<file path="config.mk">
export PLATFORM = sky130hd
export DESIGN_NAME = microcode_sequencer_flat
export DESIGN_NICKNAME = d
export VERILOG_FILES = /design/src/rtl/microseq_pkg.sv /design/src/rtl/microcode_sequencer_if.sv /design/src/rtl/microseq_prog_mem.sv /design/src/rtl/microcode_sequencer.sv /design/src/flat_wrapper.sv
export SDC_FILE = /design/constraint.sdc
export NUM_CORES = 1
export LEC_CHECK = 0
export BUFFER_PORTS_ARGS = -buffer_cell sky130_fd_sc_hd__buf_2
export CAP_MARGIN = 10
export CORE_MARGIN = 1.5
export CORE_UTILIZATION = 31
export DETAILED_ROUTE_END_ITERATION = 8
export PLACE_DENSITY_LB_ADDON = 0.1
export SLEW_MARGIN = 20
export SYNTH_ARGS = -nofsm -noshare
export SYNTH_HDL_FRONTEND = slang
export SYNTH_HIERARCHICAL = 1
export SYNTH_SLANG_ARGS = --single-unit
</file>
<file path="constraint.sdc">
create_clock -name clk -period 3.15 [get_ports clk]
set_clock_uncertainty 0.2 [all_clocks]
set_input_delay 0.63 -clock clk [delete_from_list [all_inputs] [get_ports clk]]
set_output_delay 0.63 -clock clk [all_outputs]
set_load 0.03 [all_outputs]
</file>
<file path="src/rtl/microseq_pkg.sv">
// microseq_pkg: shared state encoding, sequencer opcodes and default NOP for the microcode sequencer
package microseq_pkg;
  typedef enum logic [1:0] {S_IDLE, S_CLR, S_RUN, S_DONE} state_t;
  localparam logic [3:0] OP_JMP = 4'b0110;
  localparam logic [3:0] OP_HALT = 4'b0111;
  localparam logic [7:0] NOP_DEFAULT = 8'h00;
endpackage

</file>
<file path="src/rtl/microcode_sequencer_if.sv">
// microcode_sequencer_if: host/program-load/datapath-drive bundle; step exists only with SEQ_STEP_EN
interface microcode_sequencer_if #(parameter int AW = 4, parameter int IW = 8);
  logic start;
  logic prog_we;
  logic [AW-1:0] prog_addr;
  logic [IW-1:0] prog_data;
  logic [IW-1:0] instr;
  logic dp_rst;
  logic busy;
  logic done;
  logic abort;
  logic [AW-1:0] pc;
`ifdef SEQ_STEP_EN
  logic step;
`endif
  modport master (
`ifdef SEQ_STEP_EN
    output step,
`endif
    output start, prog_we, prog_addr, prog_data,
    input instr, dp_rst, busy, done, abort, pc
  );
  modport slave (
`ifdef SEQ_STEP_EN
    input step,
`endif
    input start, prog_we, prog_addr, prog_data,
    output instr, dp_rst, busy, done, abort, pc
  );
endinterface

</file>
<file path="src/rtl/microseq_prog_mem.sv">
// microseq_prog_mem: unreset flop-array program store, synchronous write, asynchronous read
module microseq_prog_mem #(
  parameter int AW = 4,
  parameter int IW = 8
) (
  input  logic          clk,
  input  logic          we,
  input  logic [AW-1:0] waddr,
  input  logic [IW-1:0] wdata,
  input  logic [AW-1:0] raddr,
  output logic [IW-1:0] rdata
);
  logic [IW-1:0] mem [2**AW];
  // contents survive grst_n so a program can be rerun after a reset
  always_ff @(posedge clk)
    if (we) mem[waddr] <= wdata;
  assign rdata = mem[raddr];
endmodule

</file>
<file path="src/rtl/microcode_sequencer.sv">
// microcode_sequencer: drives program words onto the datapath with JMP/HALT and a watchdog; SEQ_STEP_EN adds step gating
module microcode_sequencer
  import microseq_pkg::*;
#(
  parameter int            AW         = 4,
  parameter int            IW         = 8,
  parameter logic [IW-1:0] NOP_INSTR  = IW'(NOP_DEFAULT),
  parameter int            MAX_CYCLES = 255
) (
  input logic                  clk,
  input logic                  grst_n,
  microcode_sequencer_if.slave bus
);
  localparam int CW = $clog2(MAX_CYCLES + 1);
  state_t state;
  logic [CW-1:0] cyc;
  logic [IW-1:0] w;
  logic [3:0] op;
  logic adv, idle_like;
`ifdef SEQ_STEP_EN
  assign adv = bus.step;
`else
  assign adv = 1'b1;
`endif
  assign idle_like = (state == S_IDLE) || (state == S_DONE);
  assign op = w[IW-1 -: 4];
  microseq_prog_mem #(.AW(AW), .IW(IW)) u_mem (
    .clk  (clk),
    .we   (bus.prog_we && idle_like),
    .waddr(bus.prog_addr),
    .wdata(bus.prog_data),
    .raddr(bus.pc),
    .rdata(w)
  );
  // sequencer FSM with all outputs registered; HALT beats the watchdog, the watchdog beats JMP
  always_ff @(posedge clk or negedge grst_n)
    if (!grst_n) begin
      state      <= S_IDLE;
      bus.pc     <= '0;
      cyc        <= '0;
      bus.instr  <= NOP_INSTR;
      bus.dp_rst <= 1'b1;
      bus.busy   <= 1'b0;
      bus.done   <= 1'b0;
      bus.abort  <= 1'b0;
    end else begin
      case (state)
        S_IDLE, S_DONE:
          if (bus.start) begin
            state      <= S_CLR;
            bus.pc     <= '0;
            cyc        <= '0;
            bus.instr  <= NOP_INSTR;
            bus.dp_rst <= 1'b1;
            bus.busy   <= 1'b1;
            bus.done   <= 1'b0;
            bus.abort  <= 1'b0;
          end
        S_CLR: begin
          bus.dp_rst <= 1'b0;
          state      <= S_RUN;
        end
        default: begin
          bus.instr <= NOP_INSTR;
          if (adv) begin
            cyc <= cyc + 1'b1;
            if (op == OP_HALT || cyc == CW'(MAX_CYCLES - 1)) begin
              state     <= S_DONE;
              bus.busy  <= 1'b0;
              bus.done  <= 1'b1;
              bus.abort <= op != OP_HALT;
            end else if (op == OP_JMP) begin
              bus.pc <= AW'(w[3:0]);
            end else begin
              bus.instr <= w;
              bus.pc    <= bus.pc + 1'b1;
            end
          end
        end
      endcase
    end
endmodule
</file>
<file path="src/flat_wrapper.sv">
// flat-port wrapper written by rule: the top's interface ports become plain ports
module microcode_sequencer_flat import microseq_pkg::*;
#(
  parameter int            AW         = 4,
  parameter int            IW         = 8,
  parameter logic [IW-1:0] NOP_INSTR  = IW'(NOP_DEFAULT),
  parameter int            MAX_CYCLES = 255
)
  (clk, grst_n, bus_start, bus_prog_we, bus_prog_addr, bus_prog_data, bus_instr, bus_dp_rst, bus_busy, bus_done, bus_abort, bus_pc);
  microcode_sequencer_if #(.AW(AW), .IW(IW)) bus_i ();
  input logic clk;
  input logic grst_n;
  input wire logic [$bits(bus_i.start)-1:0] bus_start;
  input wire logic [$bits(bus_i.prog_we)-1:0] bus_prog_we;
  input wire logic [$bits(bus_i.prog_addr)-1:0] bus_prog_addr;
  input wire logic [$bits(bus_i.prog_data)-1:0] bus_prog_data;
  output wire logic [$bits(bus_i.instr)-1:0] bus_instr;
  output wire logic [$bits(bus_i.dp_rst)-1:0] bus_dp_rst;
  output wire logic [$bits(bus_i.busy)-1:0] bus_busy;
  output wire logic [$bits(bus_i.done)-1:0] bus_done;
  output wire logic [$bits(bus_i.abort)-1:0] bus_abort;
  output wire logic [$bits(bus_i.pc)-1:0] bus_pc;
  assign bus_i.start = bus_start;
  assign bus_i.prog_we = bus_prog_we;
  assign bus_i.prog_addr = bus_prog_addr;
  assign bus_i.prog_data = bus_prog_data;
  assign bus_instr = bus_i.instr;
  assign bus_dp_rst = bus_i.dp_rst;
  assign bus_busy = bus_i.busy;
  assign bus_done = bus_i.done;
  assign bus_abort = bus_i.abort;
  assign bus_pc = bus_i.pc;
  microcode_sequencer #(.AW(AW), .IW(IW), .NOP_INSTR(NOP_INSTR), .MAX_CYCLES(MAX_CYCLES)) u_core (.clk(clk), .grst_n(grst_n), .bus(bus_i));
endmodule
</file>
; After elaboration in Yosys (flattened, before gate mapping)
; Memories as Yosys holds them, arrays and structs flattened.
; Cells that the tools add are included.
[op_classes]
n_shift = 0
div_mod_pow = 0
n_eq_ne = 8
magnitude_cmp = 0
n_reduce_logical = 13
n_mux = 23
addsub = 2
mul = 0
n_bitwise = 1
[ops]
columns = op, count
row1 = $pmux 8 s2, 2
row2 = $mux 8, 3
row3 = $mux 4, 3
row4 = $add 8x1->8 const B, 1
row5 = $eq 4x3->1 const B, 2
row6 = $eq 8x8->1 const B, 1
row7 = $pmux 1 s2, 4
row8 = $pmux 4 s2, 1
row9 = $mux 1, 7
row10 = $reduce_and 2->1, 3
row11 = $reduce_and 3->1, 2
row12 = $add 4x1->4 const B, 1
row13 = $mux 2, 2
row14 = $ne 2x2->1 const B, 2
row15 = $ne 4x3->1 const B, 1
row16 = $pmux 2 s2, 1
row17 = $reduce_bool 2->1, 2
row18 = $reduce_bool 3->1, 1
row19 = $eq 2x1->1 const B, 1
row20 = $eq 2x2->1 const B, 1
row21 = $logic_not 2->1, 1
row22 = $logic_or 1x1->1, 2
row23 = $reduce_or 2->1, 1
row24 = $logic_and 1x1->1, 1
row25 = $not 1->1, 1
[word_totals]
word_cells = 56
mem_bits_rw = 128
latch_bits = 0
reg_bits = 26
mem_bits_ro = 0
n_memories = 1
output_inout_bits = 16
in_bits = 16
[mem_list]
columns = memory, depth, width, rd, rd_clocked_by_memory_dff, wr, line
row1 = u_core.u_mem.mem, 16, 8, 1, 0, 1, microseq_prog_mem.sv:13  ; logic [IW-1:0] mem [2**AW];

; Longest topological paths before layout
[depth]
ltp_word = 5
depth_mapped = 10
depth_no_buf = 7

; Cells and area by module
; Netlist, hierarchy kept.
[modules_own_cells]
columns = mod, area_per_inst_um2, seq_area_each_um2, instances, cells_per_inst
row1 = microseq_prog_mem, 4987.3, 3843.7, 1, 221
row2 = microcode_sequencer, 1386.3, 651.9, 1, 140

; Worst setup path after synthesis
; OpenSTA, ideal clock, no wires.
[synth_timing]
kind = register to register
from = register u_core.bus.pc[0]
to = register u_core.bus.pc[2]
synth_period_minus_slack_ns = 2.982
path_buffers = 3
stages_incl_launch_ff = 11
setup_time_ns = 0.065
required_ns = 2.885
path_slack_ns = 0.168
arrival_ns = 2.717
cell_sequence = dfrtp_1 buf_6 buf_6 mux4_1 a22oi_1 nand2_1 and4bb_1 buf_6 or3b_1 a211oi_1 a221o_2
[synth_between]
elab_chain_len = 5
word_cells_on_any_way = 10
cone_classes = add/sub: 1 / eq/ne: 3 / mux: 3 / reduce/logical: 2 / memory: 1
[synth_rtl]
columns = element, line
row1 = from (decl), microcode_sequencer_if.sv:28  ; output instr, dp_rst, busy, done, abort, pc
row2 = from (signal assigned), microcode_sequencer.sv:73  ; bus.pc <= AW'(w[3:0]);
row3 = from (signal assigned), microcode_sequencer.sv:76  ; bus.pc <= bus.pc + 1'b1;
row4 = $mem_v2 16x8 (*), -
row5 = net u_core.w[5], microcode_sequencer.sv:17  ; logic [IW-1:0] w;
row6 = "$eq 4x3->1, on equally long branches", "microcode_sequencer.sv:72, microcode_sequencer.sv:67"
row7 = $mux 4 / $logic_or 1x1->1 (equally long branches), "microcode_sequencer.sv:72, microcode_sequencer.sv:67"
row8 = $mux 4 / $ne 2x2->1 (equally long branches), -
row9 = $pmux 4 s2 / $reduce_and 3->1 (equally long branches), -
; Mark *: on every way through the listed nets, which the timed path passes. The rest lies on a longest branch. The select of a mux whose other input is x is not followed.
; A chain may end at the register's enable or synchronous reset.

; Worst setup path after layout
[layout_timing]
from = register u_core.bus.pc[0]
to = register u_core.bus.pc[0]
; Same word-level chain as after synthesis.

==> flow_summary.ini <==
[pwr]
p_int_mw = 4.27
p_clk_frac = 0.288
total_switching_power_mw = 2.21
sw_frac_of_total = 0.341
comb_power_share = 0.324
p_leak_nw = 2.67
vdd_drop_max_mv = 0.404
p_seq_frac = 0.388
power_density_nw_per_um2 = 860

[cells_and_area]
syn_to_final_growth_pct = 18.4
nNetsFinal = 440
postLayoutCellArea_um2 = 7540
antenna_cells = 0
layout-drive-gt1-share = 0.269

[die]
die_w_um = 146
dieArea_um2 = 21400
die_y_um = 146
start_util = 0.316
rows = 52
io-pin-count = 32
coreArea_um2 = 20200

[route]
avgViaCountPerCell = 4.89
dr.pass1.iters = 4
via_count = 3430
routedWlPerCell_um = 20.3
dr.first_iter.drc_count = 207
wl_mm = 14.3
detail-route-antenna-nets = 0
drc = 0

[sta]
finalWorstSetupSlack_ns = 0.148
rsz0062_at_grt = false
worst_pin_slew_ns = 0.621
fin_crit_sh = 0.953
slew_violations = 0
max-slew-margin-rel = 0.586
setup_viol = 0
hold_viol_final = 0
fmax_ghz = 0.333
fin_crit_ns = 3.00
tns_ns = 0

[synthesis]
synth_most_common_cell = edfxtp_1
ys_ff_latch = 154
ys_warn_count = 6
syn_nets = 382
yosysSeqAreaShare = 0.705
ys.flop_type = edfxtp_1
netlist_instances = 361
synth_edf_count = 128
avgSynthCellArea_um2 = 17.7
netlist.area_leader.share = 0.603
synth_area_leaders = edfxtp_1 (60%), dfrtp_1 (9.8%), mux4_2 (6.4%)
synth_cell_types = 52
synth.largest_area_cell = edfxtp_1
netlist_top_cells_count = edfxtp_1 (128), dfrtp_1 (25), nand2_1 (25), a22oi_1 (23), nor2_1 (21)
syn-cell-area_um2 = 6370
synthArstFlopShare = 0.169

[grt]
grt_antenna_before_repair = 0
grt-ovfl-total = 0
grtUsageTotal = 0.142
grt_pass1_wl_mm = 21.8
grt_pass1_vias = 3550
grt_max_degree = 27

[setup_path]
rr_worst_depth = 8
critical_path_arrival_ns = 3.10
cp-end-kind = register
path_max_fanout = 11
crit_type = reg2reg
start_kind = register
critPathRequiredTime_ns = 3.24

[clocking]
postCtsSetupBuffers = 0
cts_resized = 0
hold_buffers = 0
cts_tree = yes
cts_made_buffers = 17
clk_latency_ns = 0.42
cts_root_buf = clkbuf_16
clock_path_buffers = 2
htree_levels = 4
clk_pin_slew_ns = 0.06
cts_sinks = 154

[worst_hold_path]
hold_path.class = in2async

[status]
status = finished, final reports clean

[placed_design]
io_buffers = 31
place_ws_ns = 0.104
gp_congestion = 0.760
dpl.hpwl_mm = 9.45
postPlaceCellArea_um2 = 6980

[run]
cap_violations = 0
==> final timing paths <==
| path | slack [ns] | startpoint | end |
|---|---|---|---|
| max | 0.15 | u_core/bus.pc[0] | u_core/bus.pc[0] |
| min | 0.02 | grst_n | u_core/bus.instr[7] |
| max reg2reg | 0.15 | u_core/bus.pc[0] | u_core/bus.pc[0] |
| min reg2reg | 0.29 | u_core/bus.done | u_core/bus.done |
| max in group asynchronous | 2.31 | grst_n | u_core/bus.pc[0] |
| min in group clk | 0.29 | u_core/bus.done | u_core/bus.done |
==> power by group through the flow <==
stage,Combinational (mW),Sequential (mW),Clock (mW)
4_1_cts,2.10,2.52,1.92
5_1_grt,2.29,2.54,2.01
3_5_place_dp,2.10,2.56,0
3_3_place_gp,2.12,2.55,0
2_1_floorplan,1.34,2.69,0
6_report,2.10,2.52,1.87
==> kinds of logic (layout without fill, tap and decap cells) <==
kind of cell,Yosys count,in the layout,share of synthesized area
DFF,154,154,0.705
and+or+nand+nor,87,87,0.0705
AOI/OAI and AO/OA,53,53,0.0587
muxes,37,37,0.129
buffers and inverters,24,95,0.0251
adders and majority gates,5,5,0.00982
xor gates and xnor gates,1,1,0.00137
==> worst max-delay path, cell delays in order (launching register included) <==
cell     delay [ns]
dfrtp_2        0.47
buf_12         0.19
mux4_2         0.52
a22oi_1        0.24
nand2_1        0.13
and4b_1        0.36
a41o_1         0.31
a21oi_1        0.12
a311o_1        0.34
==> registers in the layout, summed over array words and instances, names as in the netlist <==
name / cells
u_core/u_mem/mem: 128
u_core/bus.instr: 8
u_core/cyc: 8
u_core/bus.pc: 4
u_core/state: 2
u_core/bus.abort: 1
u_core/bus.busy: 1
u_core/bus.done: 1
u_core/bus.dp_rst: 1
==> cell type report <==
cell class	instances	area (um^2)
Sequential cell	154	4500
Clock inverter	15	118
Multi-Input combinational cell	183	1730
Tap cell	270	338
Fill cell	1931	12600
Clock buffer	17	425
Inverter	7	26.3
Timing Repair Buffer	56	405
==> per-layer routing <==
metal | up-vias | track usage | routed length, um
met4 | 0 | 0.0414 | 175
met2 | 66 | 0.221 | 6840
li1 | 1567 | - | -
met3 | 10 | 0.0400 | 467
met1 | 1787 | 0.195 | 6780
met5 | - | 0 | 0
==> metrics by stage <==
stage                      util  hold WS, ns  std cells  power, mW
after floorplan               -        0.134        361       4.03
after global placement    0.346        0.272        670       4.68
after detailed placement  0.346        0.283        670       4.66
after CTS                 0.373       0.0259        702       6.55
after global routing      0.374       0.0445        702       6.84
final                     0.374       0.0156        702       6.49
==> cell usage in the layout (no fill, tap or decap), drive strengths merged, types with 3 or more instances in the layout <==
cell type and instances:
mux4 32, edfxtp 128, nand3 5, mux2i 5
nand2 25, a22oi 23, and2 4, clkbuf 17
buf 56, nand2b 3, clkinv 8, nor2b 3
ha 5, inv 12, a21oi 6, dfrtp 25
nor2 22, o21ai 9, nor3 8
No activity file was read; power rests on OpenSTA's default activity.
